## src/rtl/mem_port_arbiter.sv

```systemverilog
// Round-robin arbiter sharing one memory read/write port between the
// instruction cache (client 0) and the data cache (client 1).
module mem_port_arbiter #(
  parameter int ADDR_WIDTH = 8,
  parameter int LINE_WIDTH = 128
) (
  input  logic                    clk,
  input  logic                    rst,

  input  logic                    c0_r_req_valid,
  output logic                    c0_r_req_ready,
  input  logic [ADDR_WIDTH-1:0]   c0_r_req_addr,
  input  logic                    c0_w_req_valid,
  output logic                    c0_w_req_ready,
  input  logic [ADDR_WIDTH-1:0]   c0_w_req_addr,
  input  logic [LINE_WIDTH-1:0]   c0_w_req_data,
  input  logic [LINE_WIDTH/8-1:0] c0_w_req_wmask,
  output logic                    c0_r_resp_valid,
  output logic [LINE_WIDTH-1:0]   c0_r_resp_data,
  output logic                    c0_w_resp_valid,

  input  logic                    c1_r_req_valid,
  output logic                    c1_r_req_ready,
  input  logic [ADDR_WIDTH-1:0]   c1_r_req_addr,
  input  logic                    c1_w_req_valid,
  output logic                    c1_w_req_ready,
  input  logic [ADDR_WIDTH-1:0]   c1_w_req_addr,
  input  logic [LINE_WIDTH-1:0]   c1_w_req_data,
  input  logic [LINE_WIDTH/8-1:0] c1_w_req_wmask,
  output logic                    c1_r_resp_valid,
  output logic [LINE_WIDTH-1:0]   c1_r_resp_data,
  output logic                    c1_w_resp_valid,

  output logic                    mem_r_req_valid,
  input  logic                    mem_r_req_ready,
  output logic [ADDR_WIDTH-1:0]   mem_r_req_addr,
  input  logic                    mem_r_resp_valid,
  input  logic [LINE_WIDTH-1:0]   mem_r_resp_data,
  output logic                    mem_w_req_valid,
  input  logic                    mem_w_req_ready,
  output logic [ADDR_WIDTH-1:0]   mem_w_req_addr,
  output logic [LINE_WIDTH-1:0]   mem_w_req_data,
  output logic [LINE_WIDTH/8-1:0] mem_w_req_wmask,
  input  logic                    mem_w_resp_valid,

  output logic                    busy,
  output logic                    owner,
  output logic                    protocol_err
);

  typedef enum logic [1:0] {IDLE, REQ, WAIT} state_t;

  state_t                  state;
  logic                    ptr;
  logic                    op_w;
  logic [ADDR_WIDTH-1:0]   addr_q;
  logic [LINE_WIDTH-1:0]   data_q;
  logic [LINE_WIDTH/8-1:0] mask_q;

  logic                    req0, req1, grant1, sel_w;
  logic [ADDR_WIDTH-1:0]   sel_addr;
  logic [LINE_WIDTH-1:0]   sel_data;
  logic [LINE_WIDTH/8-1:0] sel_mask;
  logic                    r_accept, w_accept, r_done, w_done, done, err_evt;

  // Pointer high favours client 1 when both clients request; write beats read.
  assign req0     = c0_r_req_valid | c0_w_req_valid;
  assign req1     = c1_r_req_valid | c1_w_req_valid;
  assign grant1   = req1 & (~req0 | ptr);
  assign sel_w    = grant1 ? c1_w_req_valid : c0_w_req_valid;
  assign sel_addr = grant1 ? (c1_w_req_valid ? c1_w_req_addr : c1_r_req_addr)
                           : (c0_w_req_valid ? c0_w_req_addr : c0_r_req_addr);
  assign sel_data = grant1 ? c1_w_req_data  : c0_w_req_data;
  assign sel_mask = grant1 ? c1_w_req_wmask : c0_w_req_wmask;

  assign r_accept = mem_r_req_valid & mem_r_req_ready;
  assign w_accept = mem_w_req_valid & mem_w_req_ready;
  assign r_done   = (state == WAIT) & ~op_w & mem_r_resp_valid;
  assign w_done   = (state == WAIT) &  op_w & mem_w_resp_valid;
  assign done     = r_done | w_done;

  // Responses outside WAIT, of the wrong type, or both at once are protocol errors.
  assign err_evt = (mem_r_resp_valid & mem_w_resp_valid)
                 | ((state != WAIT) & (mem_r_resp_valid | mem_w_resp_valid))
                 | ((state == WAIT) & (op_w ? mem_r_resp_valid : mem_w_resp_valid));

  // Handshakes are suppressed during reset so an abandoned transaction never reaches a client.
  assign c0_r_req_ready  = ~rst & r_accept & ~owner;
  assign c0_w_req_ready  = ~rst & w_accept & ~owner;
  assign c1_r_req_ready  = ~rst & r_accept &  owner;
  assign c1_w_req_ready  = ~rst & w_accept &  owner;
  assign c0_r_resp_valid = ~rst & r_done & ~owner;
  assign c0_w_resp_valid = ~rst & w_done & ~owner;
  assign c1_r_resp_valid = ~rst & r_done &  owner;
  assign c1_w_resp_valid = ~rst & w_done &  owner;
  assign c0_r_resp_data  = mem_r_resp_data;
  assign c1_r_resp_data  = mem_r_resp_data;

  assign mem_r_req_addr  = addr_q;
  assign mem_w_req_addr  = addr_q;
  assign mem_w_req_data  = data_q;
  assign mem_w_req_wmask = mask_q;

  always_ff @(posedge clk) begin
    if (rst) begin
      state           <= IDLE;
      ptr             <= 1'b0;
      owner           <= 1'b0;
      busy            <= 1'b0;
      op_w            <= 1'b0;
      addr_q          <= '0;
      data_q          <= '0;
      mask_q          <= '0;
      mem_r_req_valid <= 1'b0;
      mem_w_req_valid <= 1'b0;
      protocol_err    <= 1'b0;
    end else begin
      if (err_evt) protocol_err <= 1'b1;
      case (state)
        IDLE: begin
          if (req0 | req1) begin
            state           <= REQ;
            busy            <= 1'b1;
            owner           <= grant1;
            op_w            <= sel_w;
            addr_q          <= sel_addr;
            data_q          <= sel_data;
            mask_q          <= sel_mask;
            mem_r_req_valid <= ~sel_w;
            mem_w_req_valid <= sel_w;
          end
        end
        REQ: begin
          if (r_accept | w_accept) begin
            state           <= WAIT;
            mem_r_req_valid <= 1'b0;
            mem_w_req_valid <= 1'b0;
          end
        end
        WAIT: begin
          if (done) begin
            state <= IDLE;
            busy  <= 1'b0;
            owner <= 1'b0;
            ptr   <= ~owner;
          end
        end
        default: state <= IDLE;
      endcase
    end
  end

endmodule

```

## config.mk

```make
export PLATFORM = sky130hd
export DESIGN_NAME = mem_port_arbiter
export DESIGN_NICKNAME = d
export VERILOG_FILES = /design/src/rtl/mem_port_arbiter.sv
export SDC_FILE = /design/constraint.sdc
export NUM_CORES = 1
export LEC_CHECK = 0
export CORE_AREA = 4 4 344 346
export CTS_CLUSTER_DIAMETER = 100
export DETAILED_ROUTE_END_ITERATION = 8
export DIE_AREA = 0 0 348 350
export SETUP_SLACK_MARGIN = 0.1
export SYNTH_ARGS = -nofsm -noshare
export SYNTH_HDL_FRONTEND = slang
export SYNTH_SLANG_ARGS = --single-unit
```

## constraint.sdc

```tcl
create_clock -name clk -period 1.7 [get_ports clk]
set_input_delay 0.255 -clock clk [delete_from_list [all_inputs] [get_ports clk]]
set_output_delay 0.255 -clock clk [all_outputs]
set_load 0.05 [all_outputs]
```

[After elaboration in Yosys (flattened, before gate mapping)]
Index checks and enable logic that the tools add are counted.
Operators by class
  reductions and logical operators: 8
  mux-type cells: 21
  bitwise gates (word level): 36
  equality and inequality tests: 6
Operators with widths (number)
  2-to-1 mux 128 bit: 1
  2-to-1 mux 8 bit: 3
  AND 1 bit: 22
  2-to-1 mux 16 bit: 1
  bitwise OR 1 bit: 9
  AND reduction 3 bit: 3
  2-to-1 mux 1 bit: 8
  != test 2 bit (second input constant): 4
  one-hot mux 1 bit (2 select lines): 4
  2-to-1 mux 2 bit: 3
  one-hot mux 2 bit (3 select lines): 1
  NOT 1 bit: 5
  AND reduction 2 bit: 2
  nonzero test 2 bit: 2
  equality test 2 x 1 -> 1 bit (second input constant): 1
  equality test 2 bit (second input constant): 1
  logical NOT 2 bit: 1
Word-level totals
  input bits: 458
  flip-flop bits (word level): 161

[Logic depth before layout (Yosys ltp)]
  depth after elaboration: 8
  gate-level depth with buffers: 8
  depth with buffers taken out: 4

[Least setup slack after synthesis]
No wires, ideal clock.
  kind: reg2out
  from: register owner
  to: output port c0_r_resp_valid
  stages on the path, launching flop included: 2
  path slack: -682 ps
  required time: 1445 ps
  arrival: 2127 ps
  cells stage by stage: dfxtp_1 -> nor4_1
On the way
  word-level cells in the longest chain between the ends: 2
RTL lines
  start: declaration: line 47  | output logic owner,
  start signal: assignment: line 124  | owner <= grant1;
  NOT 1 bit: line 92  | assign c0_r_resp_valid = ~rst & r_done & ~owner;
  AND 1 bit: line 92
  end: declaration: line 18  | output logic c0_r_resp_valid,
Every way passes these cells.

[Worst setup path after layout]
  from: register state[0]
  to: output port c0_w_resp_valid
On the way
  word-level cells in the longest chain between the ends: 5
RTL lines
  start: declaration: line 53  | state_t state;
  start signal: assignment: line 106  | state <= IDLE;
  start signal: assignment: line 122  | state <= REQ;
  start signal: assignment: line 135  | state <= WAIT;
  equality test 2 bit: line 79  | assign w_done = (state == WAIT) & op_w & mem_w_resp_valid;
  AND 1 bit (2 in series): line 79
  AND 1 bit (2 in series): line 93  | assign c0_w_resp_valid = ~rst & w_done & ~owner;
  end: declaration: line 20  | output logic c0_w_resp_valid,
Every way passes these cells.

==> impl_results.md <==
* Status: finished with violations
* Failing checks: negative setup slack
* Port bufs at 502
* IO Pins at 887
* Worst-Margin Slew at 0.609 ns
* Sequential fraction of the synthesis area at 0.323
* Peak VDD IR at 0.000816 V
* Total GRT Usage at 0.106
* Post-route ant nets at 0
* Dpl ws at -0.590 ns
* Async S/R FF share, synth at 0
* Die Y at 350 microns
* Setup crit end kind: output port
* Clock Path Buffers at 2
* Final hold slack at 0.244 ns
* RSZ-0062 raised after global routing: yes
* Warnings from Yosys at 0
* Mapped cell area at 9990 sq um
* Std cell rows at 125
* Gr ovfl total at 0
* Detailed Route Iter0 Violations at 322
* Vias per cell at 3.03
* Placed Instances at 2793
* Pin count of the biggest net entering global routing at 69
* Crit path max fanout at 4
* Initial antenna violation count at 13
* Fmax at 552 MHz
* Post-synth cell types at 31
* Post-Syn Instances at 1017
* Post-route insts no fill at 2942
* Leak at 7.49 nW
* Synth Register Bits at 161
* Global-route wire length before repair at 85.6 mm
* WP data arrival at 1.56 ns
* R2r setup slk at -0.03 ns
* Post-synth top flop: dfxtp_1
* Layout cell share with drive strength beyond 1 at 0.510
* Total CTS buffers at 17
* DR pass1 iterations at 5
* Biggest area consumer among synthesized cells: dfxtp_1
* Die ar. at 122000 sq um
* Slew headroom at 0.592
* CP endpoint: c0_w_resp_valid
* Reg2Reg Depth at 9
* R2r endpoint: mem_w_req_data[24]
* Setup ws final at -0.112 ns
* Nets at 1862
* Starting Density at 0.0866
* Period minus WS final at 1.81 ns
* CTS Sinks at 161
* Clock Skew at 0.0152 ns
* Per-cell routed wire length at 22.9 microns
* Crit start category: register
* Final setup violation count at 9
* Vias in the first global route at 9502
* Worst skew pair latency at 0.51 ns
* WL final at 67.4 mm
* Max-slew violation count at 0
* Critical path required time at 1.44 ns
* Root Buffer: clkbuf_16
* Clock-pin slew on the worst setup and hold paths at 0.08 ns
* Number of enable flip-flop cells after synthesis at 0
* CTS tree: yes
* Core area at 115000 sq um
* HPWL after DPL at 52.7 mm
* H-Tree Depth at 4
* Drc violations at 0
* Period Utilization, post-route at 1.07
* Pwr/cell area at 903 nW/um^2
* Die X-Extent at 348 microns
* Share of the synthesized area in the top cell type at 0.323
* Hold crit path type: input port to register
* Synthesized net count at 1475
* Max cap viols at 0
* P&R area growth vs syn at 90.4%
* Critical Path Start: state[0]
* Vias post-DR at 8902
* Reg2reg start: state[1]
* Syn Area/Cell at 9.82 sq um
* Hold Vio Cnt, Final at 0
* GP Congestion at 0.784
* Synth top area cells: dfxtp_1 32%, buf_4 20%, a211oi_2 18%, mux2i_1 16%, nor2_1 5.6%
* Crit Path Category: register to output port
cell usage after synthesis (8+ instances only):
cell type and count:
clkbuf_1 18, mux2i_1 160, nand3b_1 8, mux2_1 8, o21ai_1 9, a211oi_2 140, buf_4 266, dfxtp_1 161
buf_2 41, buf_6 8, a21oi_1 10, nor2_1 148
critical path: stages (launching register included):
cell and delay, ns:
dfxtp_4 0.35, nand2b_4 0.17, nor4_4 0.31, buf_12 0.20
repair_timing:
| item | 4_1_cts | 5_1_grt |
|---|---|---|
| resized for setup | 267 | 142 |
| setup buffers | 72 | 16 |
| hold endpoints to repair | 10 | 0 |
| cloned | 33 | 4 |
| hold buffers | 1 | 0 |
| pin swaps | 126 | 23 |
| endpoints found under the setup margin | 154 | 164 |
through the flow:
| stage | area, sq um | power [mW] | util | setup TNS (ns) |
|---|---|---|---|---|
| finish | 19000 | 17.2 | 0.165 | -0.418 |
| global route | 19000 | 18.0 | 0.165 | -2.17 |
| CTS | 18400 | 17.3 | 0.160 | -7.26 |
| detailed placement | 15300 | 11.0 | 0.132 | -80.72 |
| global placement | 15300 | 11.0 | 0.132 | -74.17 |
| floorplan | 10100 | 9.77 | - | -0.101 |
routing by layer:
layer | GRT usage | routed length [microns] | vias up
met3 | 0.0750 | 10300 | 73
met1 | 0.100 | 22600 | 4068
met5 | 0.00903 | 104 | -
met2 | 0.181 | 33000 | 680
li1 | - | - | 4071
met4 | 0.0327 | 1360 | 10
power breakdown:
group,internal (mW),switching (mW)
logic,3.94,4.42
registers,4.28,0.456
clock network,1.95,2.14
total,10.2,7.02
layout by cell type (no fill, tap or decap), types with 2 or more instances in the layout:
master	netlist	routed
a211oi_2	140	144
nand2_2	0	2
dfxtp_1	161	148
mux2i_1	160	114
clkbuf_16	0	21
nor3_4	0	4
dfxtp_4	0	5
nor4_4	0	2
nand2_1	5	2
buf_16	0	31
a211o_1	2	2
mux2i_2	0	32
mux2_2	1	3
nand2b_4	0	4
buf_6	8	56
nand3_1	4	4
mux2i_4	0	14
buf_4	266	200
clkinvlp_4	0	2
a21oi_1	10	9
inv_6	0	6
bufbuf_16	0	2
buf_12	0	54
buf_8	0	26
nor2_1	148	60
dfxtp_2	0	8
inv_8	0	4
mux2_1	8	6
inv_1	2	2
nand3b_1	8	8
nor2_2	0	36
clkdlybuf4s50_1	0	327
o21ai_2	0	6
o21ai_1	9	3
nor2_4	1	53
cell families after synthesis:
kind of cell | share of synthesized area
mux | 0.170
simple gates | 0.0766
compound gates | 0.193
flops | 0.323
buf+inv | 0.237
worst min path at each step:
stage	from	end	slack, ns	cells after the start
after floorplan	mem_w_resp_valid	protocol_err	0.46	2
after global placement	protocol_err	protocol_err	0.44	2
after detailed placement	protocol_err	protocol_err	0.45	2
after CTS	rst	mem_w_req_data[62]	0.15	3
after global routing	rst	mem_w_req_data[67]	0.22	3
final	rst	mem_w_req_data[62]	0.24	3
state kept, by name, summed over array words and instances (netlist names):
register	cells
busy	1
mem_r_req_addr	8
mem_r_req_valid	1
mem_w_req_data	128
mem_w_req_valid	1
mem_w_req_wmask	16
op_w	1
owner	1
protocol_err	1
ptr	1
state	2
layout make-up:
class                      instances  area [sq um]
antenna                            1          2.50
clock buffer                      18           429
clock inverter                    14           138
fill                           12800         96400
inverter                           2          7.51
multi-input combinational        520          5380
sequential                       161          3250
tap                             1524          1910
timing repair buffer             702          7910
Power figures use the tool's default switching activity.
